$ cat src/rtl/alu_pkg.sv
// Shared opcode constants and FSM state encodings for the ALU op sequencer.
// SLL and NOP share the all-zero function code, as in the MIPS encoding.
package alu_pkg;

    localparam logic [5:0] FN_NOP       = 6'b000000;
    localparam logic [5:0] FN_SLL       = 6'b000000;
    localparam logic [5:0] FN_ADD       = 6'b100000;
    localparam logic [5:0] FN_SUB       = 6'b100010;
    localparam logic [5:0] FN_AND       = 6'b100100;
    localparam logic [5:0] FN_OR        = 6'b100101;
    localparam logic [5:0] FN_SLT       = 6'b101010;
    localparam logic [5:0] FN_MFHI      = 6'b010000;
    localparam logic [5:0] FN_MFLO      = 6'b010010;
    localparam logic [5:0] FN_MULTU     = 6'b011001;
    localparam logic [5:0] FN_DIVU      = 6'b011011;
    localparam logic [5:0] FN_HILO_OPEN = 6'b111111;

    localparam logic [0:0] ST_IDLE = 1'b0;
    localparam logic [0:0] ST_RUN  = 1'b1;

    localparam int CNT_W = 8;

endpackage

$ cat src/rtl/iter_counter.sv
// Iteration counter for multi-cycle ops: load starts at 1 and captures the
// iteration limit, tc_o flags that the count has reached that limit.
module iter_counter
    import alu_pkg::*;
(
    input  logic             clk,
    input  logic             rst_n,
    input  logic             load_i,
    input  logic             en_i,
    input  logic             clr_i,
    input  logic [CNT_W-1:0] limit_i,
    output logic             tc_o
);

    logic [CNT_W-1:0] count_q, count_d;
    logic [CNT_W-1:0] limit_q, limit_d;

    always_comb begin
        count_d = count_q;
        limit_d = limit_q;
        if (load_i) begin
            count_d = CNT_W'(1);
            limit_d = limit_i;
        end else if (clr_i) begin
            count_d = '0;
        end else if (en_i) begin
            count_d = count_q + CNT_W'(1);
        end
    end

    always_ff @(posedge clk or negedge rst_n) begin
        if (!rst_n) begin
            count_q <= '0;
            limit_q <= '0;
        end else begin
            count_q <= count_d;
            limit_q <= limit_d;
        end
    end

    assign tc_o = (count_q == limit_q);

endmodule

$ cat src/rtl/alu_op_sequencer.sv
// Routes ALU function codes to the datapath units; MULTU/DIVU run for a fixed
// number of iterations and finish with a HILO_OPEN cycle that writes HI/LO.
module alu_op_sequencer
    import alu_pkg::*;
#(
    parameter int SIG_W      = 6,
    parameter int MUL_CYCLES = 32,
    parameter int DIV_CYCLES = 32,
    parameter int DIV_EN     = 1
) (
    input  logic             clk,
    input  logic             rst_n,
    input  logic [SIG_W-1:0] funct,
    input  logic             op_valid,
    output logic             op_ready,
    output logic [SIG_W-1:0] sig_alu,
    output logic [SIG_W-1:0] sig_sht,
    output logic [SIG_W-1:0] sig_mul,
    output logic [SIG_W-1:0] sig_mux,
    output logic             mul_start,
    output logic             busy,
    output logic             hilo_we,
    output logic             done,
    output logic             dbg_state
);

    localparam logic [SIG_W-1:0] F_NOP   = SIG_W'(FN_NOP);
    localparam logic [SIG_W-1:0] F_MULTU = SIG_W'(FN_MULTU);
    localparam logic [SIG_W-1:0] F_DIVU  = SIG_W'(FN_DIVU);
    localparam logic [SIG_W-1:0] F_HILO  = {SIG_W{1'b1}};

    logic [0:0]       state_q, state_d;
    logic [SIG_W-1:0] sig_q, sig_d;
    logic             mul_start_q, mul_start_d;
    logic             busy_q, busy_d;
    logic             hilo_we_q, hilo_we_d;
    logic             done_q, done_d;

    logic             accept;
    logic             is_mul;
    logic             is_div;
    logic             cnt_load;
    logic             cnt_en;
    logic             cnt_clr;
    logic             cnt_tc;
    logic [CNT_W-1:0] cnt_limit;

    // Handshake: an op transfers on a rising edge where op_valid && op_ready;
    // upstream keeps funct stable until then, and op_valid is ignored in RUN.
    assign op_ready = (state_q == ST_IDLE);
    assign accept   = op_valid && op_ready;

    assign is_mul    = (funct == F_MULTU);
    assign is_div    = (DIV_EN != 0) && (funct == F_DIVU);
    assign cnt_limit = is_mul ? CNT_W'(MUL_CYCLES) : CNT_W'(DIV_CYCLES);

    always_comb begin
        state_d     = state_q;
        sig_d       = F_NOP;
        mul_start_d = 1'b0;
        busy_d      = busy_q;
        hilo_we_d   = 1'b0;
        done_d      = 1'b0;
        cnt_load    = 1'b0;
        cnt_en      = 1'b0;
        cnt_clr     = 1'b0;
        case (state_q)
            ST_IDLE: begin
                busy_d = 1'b0;
                if (accept) begin
                    sig_d = funct;
                    if (is_mul || is_div) begin
                        state_d     = ST_RUN;
                        cnt_load    = 1'b1;
                        mul_start_d = 1'b1;
                        busy_d      = 1'b1;
                    end else begin
                        done_d = 1'b1;
                    end
                end
            end
            ST_RUN: begin
                // The routed code doubles as the latched opcode while running.
                sig_d = sig_q;
                if (cnt_tc) begin
                    state_d   = ST_IDLE;
                    sig_d     = F_HILO;
                    hilo_we_d = 1'b1;
                    done_d    = 1'b1;
                    busy_d    = 1'b0;
                    cnt_clr   = 1'b1;
                end else begin
                    cnt_en = 1'b1;
                end
            end
            default: begin
                state_d = ST_IDLE;
                busy_d  = 1'b0;
            end
        endcase
    end

    always_ff @(posedge clk or negedge rst_n) begin
        if (!rst_n) begin
            state_q     <= ST_IDLE;
            sig_q       <= '0;
            mul_start_q <= 1'b0;
            busy_q      <= 1'b0;
            hilo_we_q   <= 1'b0;
            done_q      <= 1'b0;
        end else begin
            state_q     <= state_d;
            sig_q       <= sig_d;
            mul_start_q <= mul_start_d;
            busy_q      <= busy_d;
            hilo_we_q   <= hilo_we_d;
            done_q      <= done_d;
        end
    end

    iter_counter u_iter_counter (
        .clk     (clk),
        .rst_n   (rst_n),
        .load_i  (cnt_load),
        .en_i    (cnt_en),
        .clr_i   (cnt_clr),
        .limit_i (cnt_limit),
        .tc_o    (cnt_tc)
    );

    assign sig_alu   = sig_q;
    assign sig_sht   = sig_q;
    assign sig_mul   = sig_q;
    assign sig_mux   = sig_q;
    assign mul_start = mul_start_q;
    assign busy      = busy_q;
    assign hilo_we   = hilo_we_q;
    assign done      = done_q;
    assign dbg_state = state_q;

endmodule

$ cat config.mk
export PLATFORM = sky130hd
export DESIGN_NAME = alu_op_sequencer
export DESIGN_NICKNAME = d
export VERILOG_FILES = /design/src/rtl/alu_pkg.sv /design/src/rtl/iter_counter.sv /design/src/rtl/alu_op_sequencer.sv
export SDC_FILE = /design/constraint.sdc
export NUM_CORES = 1
export LEC_CHECK = 0
export ABC_AREA = 1
export CORE_MARGIN = 2
export CORE_UTILIZATION = 48
export CTS_CLUSTER_SIZE = 24
export DETAILED_ROUTE_END_ITERATION = 8
export PLACE_DENSITY = 0.82
export SYNTH_ARGS = -nofsm -noshare
export SYNTH_HDL_FRONTEND = slang
export SYNTH_SLANG_ARGS = --single-unit
$ cat constraint.sdc
create_clock -name clk -period 2.2 [get_ports clk]
set_clock_uncertainty 0.15 [all_clocks]
set_input_delay 0.22 -clock clk [delete_from_list [all_inputs] [get_ports clk]]
set_output_delay 0.22 -clock clk [all_outputs]
set_load 0.02 [all_outputs]
After elaboration in Yosys (flattened, before gate mapping)
Index checks and enable logic that the tools add are counted.
- bits in latches: 0
- ROM bits: 0
- memories kept: 0
- output and inout bits: 30
- bits in writable memories: 0
- input bits: 9
- word-level logic and storage cells: 36
- bits in registers: 20
- divide/modulo/power cells: 0
- eq/ne operators: 4
- bitwise operators: 1
- add/sub/neg operators: 1
- reductions and logical operators: 3
- $lt $le $gt $ge: 0
- shifts and indexed selects: 0
- multipliers: 0
- mux-type cells: 19
- operators with widths (kind ; number):
    8-bit 2-to-1 mux ; 3
    6-bit by 5-bit == test with 1-bit output, second input constant ; 2
    6-bit 2-to-1 mux ; 2
    6-bit case mux with 2 select lines ; 1
    1-bit 2-to-1 mux ; 10
    8-bit by 1-bit adder with 8-bit output, second input constant ; 1
    8-bit by 6-bit == test with 1-bit output ; 1
    1-bit case mux with 2 select lines ; 3
    3-bit nonzero test ; 1
    2-bit by 1-bit != test with 1-bit output, second input constant ; 1
    1-bit logical AND ; 1
    1-bit logical OR ; 1
    1-bit NOT ; 1

Longest topological paths before layout
Gate-level depths: netlist of run 1.
- depth after elaboration: 6
- depth in mapped cells: 8
- depth with buffers taken out: 8

Modules after synthesis
A second synthesis of run 1 with hierarchy kept.
- cells, all modules: 181
- area, all modules: 1428.9 um2
- by module, submodules not included (module ; sequential area each (um2) ; times used ; cells each ; area an instance (um2)):
    iter_counter ; 400.4 ; 1 ; 114 ; 855.8
    alu_op_sequencer ; 275.3 ; 1 ; 67 ; 573.0

Worst setup path after synthesis of run 1
Ideal clock, no wire load.
- path kind: register to register
- from: register u_iter_counter.count_q[0]
- to: register u_iter_counter.count_q[0]
- clock period less this slack: 1.376 ns
- data required time: 1.929 ns
- slack: 0.824 ns
- arrival: 1.105 ns
- library setup time: 0.121 ns
- path buffers: 0
- cell stages (with the launch flop): 8
- cells stage by stage: dfrtp_1 inv_1 ha_1 nand3_1 nor2_4 nor2_4 nand2_1 nand2_1
- longest elaborated chain between the ends: 5
- elaborated cells on any way between the ends: 10
- those cells by class: 1 x add/sub; 1 x eq/ne; 7 x mux; 1 x reduce/logical
- ends and longest elaborated chain (item ; RTL line ; text):
    from (decl) ; iter_counter.sv:15 ; logic [CNT_W-1:0] count_q, count_d;
    from (signal assigned) ; iter_counter.sv:36 ; count_q <= count_d;
    branches (longest 5 deep; another with 8-bit by 1-bit adder with 8-bit output) ; -- ;
Parallel ways; which one is timed is not known. The select of a mux whose other input is x is not followed.
A chain may end at the register's enable or synchronous reset.

Worst setup path in the final report of run 1
- from: register state_q (netlist: dbg_state)
- to: output port op_ready
- longest elaborated chain between the ends: 1
- ends and longest elaborated chain (item ; RTL line ; text):
    from (decl) ; alu_op_sequencer.sv:32 ; logic [0:0] state_q, state_d;
    from (signal assigned) ; alu_op_sequencer.sv:112 ; state_q <= state_d;
    1-bit NOT ; -- ;
    to (decl) ; alu_op_sequencer.sv:15 ; output logic op_ready,
Every way passes these cells.

==> reports/qor.csv, run 1 <==
metric;value;unit
run_status;complete, no violations;
p_per_area;419;nW/um^2
synthTopCellsByArea;dfrtp_1, nand2_1, buf_4;
crit_path_end;op_ready;
insertion_delay;0.29;ns
cts_setup_buffers;0;
drive_gt1_frac;0.0688;
die_h;52.2;um
final_cell_mix;nand2_1, clkdlybuf4s50_1, dfrtp_1;
fin_cells;188;
ys_seq_area_frac;0.448;
dpl.hpwl;1730;um
drtPass1Iterations;4;
path_max_fanout;13;
synth_fp_nets;148;
cts.reportedPaths.clkPinSlew;0.11;ns
period_needed;2.08;ns
n_antenna_cell;0;
relSlewSlack;0.673;
critical_path_class;reg -> out;
dp_cells;184;
synth.top_cell.area_share;0.448;
fp.coreArea;2210;sq um
r2r_start;dbg_state$_DFF_PN0_;
grt_overflow;0;
place_congestion;0.898;
clk_path_buf_depth;2;
hold_viol;0;
synthMuxAreaShare;0;
cp.required;1.83;ns
avgViaCountPerCell;5.04;
reg2reg_slack;0.49;ns
start_util;0.505;
cts_num_sinks;20;
layout_commonest_cell;nand2_1;
crit_path_start_kind;flip-flop;
r2r-end;u_iter_counter.count_q[0]$_DFFE_PN0P_;
rsz0062_at_grt;no;
setup_viol;0;
vias;947;
peakVddDrop;0.411;mV
crit_start;dbg_state$_DFF_PN0_;
hp-class;in -> async;
boundaryPins;39;
syn-instance-count;137;
grt_max_degree;21;
grt_pass1_vias;821;
root_buffer;clkbuf_4;
report.final.slew_viol_count;0;
cp.arrival;1.71;ns
worstRegToRegCells;5;
crit_path_end_kind;primary output;
p_leak;0.655;nW
synth_cell_types;19;
cts_max_level;1;
io_buffers;38;
ys_ff_latch;20;
area_growth_syn_to_layout;28.3;%
fmax;0.482;GHz
synth_compound_area_frac;0.0594;
cts_tree;yes;
synth_xor_area_frac;0.0314;
dieArea;2730;sq um
post-route-period-util;0.944;
ant_nets;0;
synth_top_family_by_area;simple AND/OR/NAND/NOR gates;
synthSimpleGateAreaFrac;0.259;
fin_nets;172;
cts_inserted_buffers;3;
synth_top_cell_by_area;dfrtp_1;
wl;2260;um
die_x;52.2;um
syn_avg_cell_area;8.16;sq um
core.rowCount;17;
antenna_found_initial;0;
drv_cap;0;
netlist_area;1120;sq um
grt_use_total;0.182;
drt_first_iter_violations;36;
routedWlPerCell;12.0;um
worstMarginPinSlew;0.491;ns
grt_pass1_wl;3710;um
synthAdderAreaFrac;0.0224;
setup_tns;0;ns
yosys_warnings;0;
drc;0;
cell type report:
| class | count | area [sq um] |
|---|---|---|
| fill | 194 | 778 |
| sequential | 20 | 500 |
| multi-input combinational | 82 | 415 |
| timing repair buffer | 39 | 388 |
| inverter | 15 | 58.8 |
| clock buffer | 4 | 36.3 |
| tap | 28 | 35.0 |
sequential cells by signal (all words and copies together), names as in the netlist:
| name | flops |
|---|---|
| u_iter_counter.count_q | 8 |
| sig_alu | 6 |
| busy | 1 |
| dbg_state | 1 |
| done | 1 |
| hilo_we | 1 |
| mul_start | 1 |
| u_iter_counter.limit_q | 1 |
cells in the mapped netlist:
cell	instances
a21oi_1	1
buf_2	2
buf_4	18
dfrtp_1	20
ha_1	2
inv_1	14
inv_2	1
nand2_1	40
nand3_1	12
nand3_2	1
nand4_1	2
nor2_1	6
nor2_4	3
o21ai_0	8
o21ai_1	1
o21ai_2	1
o31ai_1	1
xnor2_1	1
xor2_1	3
layer usage:
metal / vias up / GRT usage / wire (um)
met1: 431 / 0.223 / 936
met3: 10 / 0.0371 / 193
met4: 0 / 0.0385 / 41
met5: - / 0 / 0
li1: 453 / - / -
met2: 53 / 0.329 / 1090
worst min path at each step:
stage	startpoint	endpoint	slack, ns	depth (start not counted)
2_1_floorplan	rst_n	busy$_DFFE_PN0P_	-0.23	0
3_5_place_dp	busy$_DFFE_PN0P_	busy$_DFFE_PN0P_	0.32	2
4_1_cts	rst_n	sig_alu[5]$_DFFE_PN0P_	0.13	2
3_3_place_gp	busy$_DFFE_PN0P_	busy$_DFFE_PN0P_	0.31	2
6_report	rst_n	sig_alu[5]$_DFFE_PN0P_	0.12	2
5_1_grt	rst_n	sig_alu[2]$_DFFE_PN0P_	0.13	2
timing repair:
action,4_1_cts,5_1_grt
hold buffers,0,0
resized for setup,0,1
endpoints found under the setup margin,0,1
metrics by stage:
| step | utilization | cell area [sq um] | hold slack, ns | setup slack [ns] | total power, mW |
|---|---|---|---|---|---|
| 5_1_grt | 0.648 | 1430 | 0.126 | 0.0201 | 0.621 |
| 2_1_floorplan | - | 1120 | -0.226 | 0.824 | 0.377 |
| 3_3_place_gp | 0.631 | 1400 | 0.308 | 0.455 | 0.402 |
| 3_5_place_dp | 0.631 | 1400 | 0.319 | 0.421 | 0.402 |
| 4_1_cts | 0.647 | 1430 | 0.127 | 0.0779 | 0.604 |
| 6_report | 0.648 | 1430 | 0.119 | 0.124 | 0.600 |
critical path, cell delays in order (launching register included):
cell and delay [ns]:
dfrtp_1 0.58, inv_4 0.21, clkdlybuf4s50_1 0.63
cell families (layout without fill, tap and decap cells):
group,count (synthesis),in the layout
AND/OR/NAND/NOR,64,64
buffers and inverters,35,58
flip-flops,20,20
AO/OA/AOI/OAI,12,12
XOR/XNOR,4,4
adder cells (fa/ha/maj),2,2
power breakdown:
part | total [mW] | switching, mW | internal, mW | leakage, nW
clock network | 0.206 | 0.105 | 0.101 | 0.0210
registers | 0.367 | 0 | 0.367 | 0.217
logic | 0.0267 | 0.0122 | 0.0145 | 0.417
total | 0.600 | 0.118 | 0.483 | 0.655
Note: power is estimated with default switching activity, not from simulation.
==> run 2: changes to the inputs <==
- CORE_MARGIN: 2 -> not set
==> run 2 against run 1 <==
Count of clock-buffer cells in the layout unchanged. Sequential cell count stayed put. Critical endpoint unchanged. Routed wire length is 3.6% lower. Register-to-register slack better by 0.14 ns.
==> reports/qor.csv, run 2 (synthesis gave the netlist of run 1 again) <==
metric;value;unit
run_status;complete, no violations;
crit_path_start_kind;flip-flop;
final_cell_mix;nand2_1, clkdlybuf4s50_1, dfrtp_1;
cts_inserted_buffers;3;
final_util;0.650;
clk_path_buf_depth;2;
setup_tns;0;ns
period_needed;1.88;ns
dieArea;2520;sq um
io_buffers;38;
die_x;50.2;um
p_leak;0.660;nW
power;0.601;mW
insertion_delay;0.29;ns
cts_resized;0;
seqPwrFrac;0.612;
r2r_start;dbg_state$_DFF_PN0_;
post-route-period-util;0.855;
area_growth_syn_to_layout;28.8;%
drc;0;
ant_nets;0;
cts_num_sinks;20;
holdBufCountCts;0;
crit_path_end_kind;primary output;
netSwitchingPower;0.118;mW
rsz0062_at_grt;no;
die_h;50.2;um
drive_gt1_frac;0.0745;
worstRegToRegCells;5;
critical_path_class;reg -> out;
layout_commonest_cell;nand2_1;
hp-class;in -> async;
p_per_area;417;nW/um^2
grt_max_degree;21;
grt_overflow;0;
start_util;0.505;
swShare;0.196;
grt_use_total;0.194;
crit_path_end;op_ready;
root_buffer;clkbuf_4;
worstMarginPinSlew;0.362;ns
place_congestion;0.856;
drtPass1Iterations;4;
dpl.hpwl;1670;um
avgViaCountPerCell;4.99;
vias;943;
setup_viol;0;
drv_cap;0;
relSlewSlack;0.758;
r2r-end;u_iter_counter.count_q[4]$_DFFE_PN0P_;
pwr-share-clk;0.344;
hold_viol;0;
cts_tree;yes;
antenna_found_initial;0;
reg2reg_slack;0.63;ns
cts_setup_buffers;0;
n_antenna_cell;0;
p_int;0.483;mW
wl;2180;um
fmax;0.531;GHz
cts.reportedPaths.clkPinSlew;0.10;ns
grt_pass1_wl;3640;um
fp.coreArea;2210;sq um
fin_nets;173;
peakVddDrop;0.391;mV
max_flop_register;u_iter_counter.count_q;
cp.required;1.83;ns
cts_max_level;1;
boundaryPins;39;
core.rowCount;17;
routedWlPerCell;11.5;um
crit_start;dbg_state$_DFF_PN0_;
largest_reg_flops;8;
path_max_fanout;10;
grt_pass1_vias;833;
combPwrFrac;0.045;
cp.arrival;1.51;ns
report.final.slew_viol_count;0;
drt_first_iter_violations;23;
-- run 2: metrics by stage --
stage	hold WS (ns)	instances	instance area, sq um	worst slack, ns
CTS	0.115	189	1440	0.310
global route	0.108	189	1440	0.253
detailed placement	0.322	185	1400	0.431
finish	0.110	189	1440	0.318
global placement	0.315	185	1400	0.487
floorplan	-0.226	137	1120	0.824
-- run 2: per-layer routing --
metal / global-route usage / wire length, um / vias up
met3: 0.0394 / 176 / 7
li1: - / - / 462
met1: 0.217 / 885 / 433
met4: 0.100 / 53 / 0
met5: 0 / 0 / -
met2: 0.344 / 1060 / 41
-- run 2: worst min-delay path by stage --
stage                                               start                                     to  slack, ns  cells past startpoint
CTS                                                 rst_n                 sig_alu[1]$_DFFE_PN0P_       0.11                      2
finish                                              rst_n                 sig_alu[1]$_DFFE_PN0P_       0.11                      2
global route                                        rst_n                      hilo_we$_DFF_PN0_       0.11                      2
global placement    u_iter_counter.limit_q[5]$_DFFE_PN0P_  u_iter_counter.limit_q[5]$_DFFE_PN0P_       0.31                      2
floorplan                                           rst_n                       busy$_DFFE_PN0P_      -0.23                      0
detailed placement                       busy$_DFFE_PN0P_                       busy$_DFFE_PN0P_       0.32                      2
-- run 2: final cells by class --
type	instances	area (sq um)
clock buffers	4	36.3
fillers	192	773
inverters	15	56.3
multi-input cells	82	415
flip-flops and latches	20	500
well taps	28	35.0
repair buffers	40	395
-- run 2: worst max-delay path, cell delays in order, from the launching register on --
cell	delay [ns]
dfrtp_1	0.40
inv_2	0.17
clkdlybuf4s50_1	0.64
-- run 2: power by group through the flow --
| stage | combinational, mW | sequential [mW] | clock (mW) |
|---|---|---|---|
| finish | 0.0269 | 0.367 | 0.206 |
| global route | 0.0299 | 0.368 | 0.235 |
| floorplan | 0.00267 | 0.375 | 0 |
| detailed placement | 0.0272 | 0.375 | 0 |
| CTS | 0.0275 | 0.367 | 0.212 |
| global placement | 0.0268 | 0.375 | 0 |
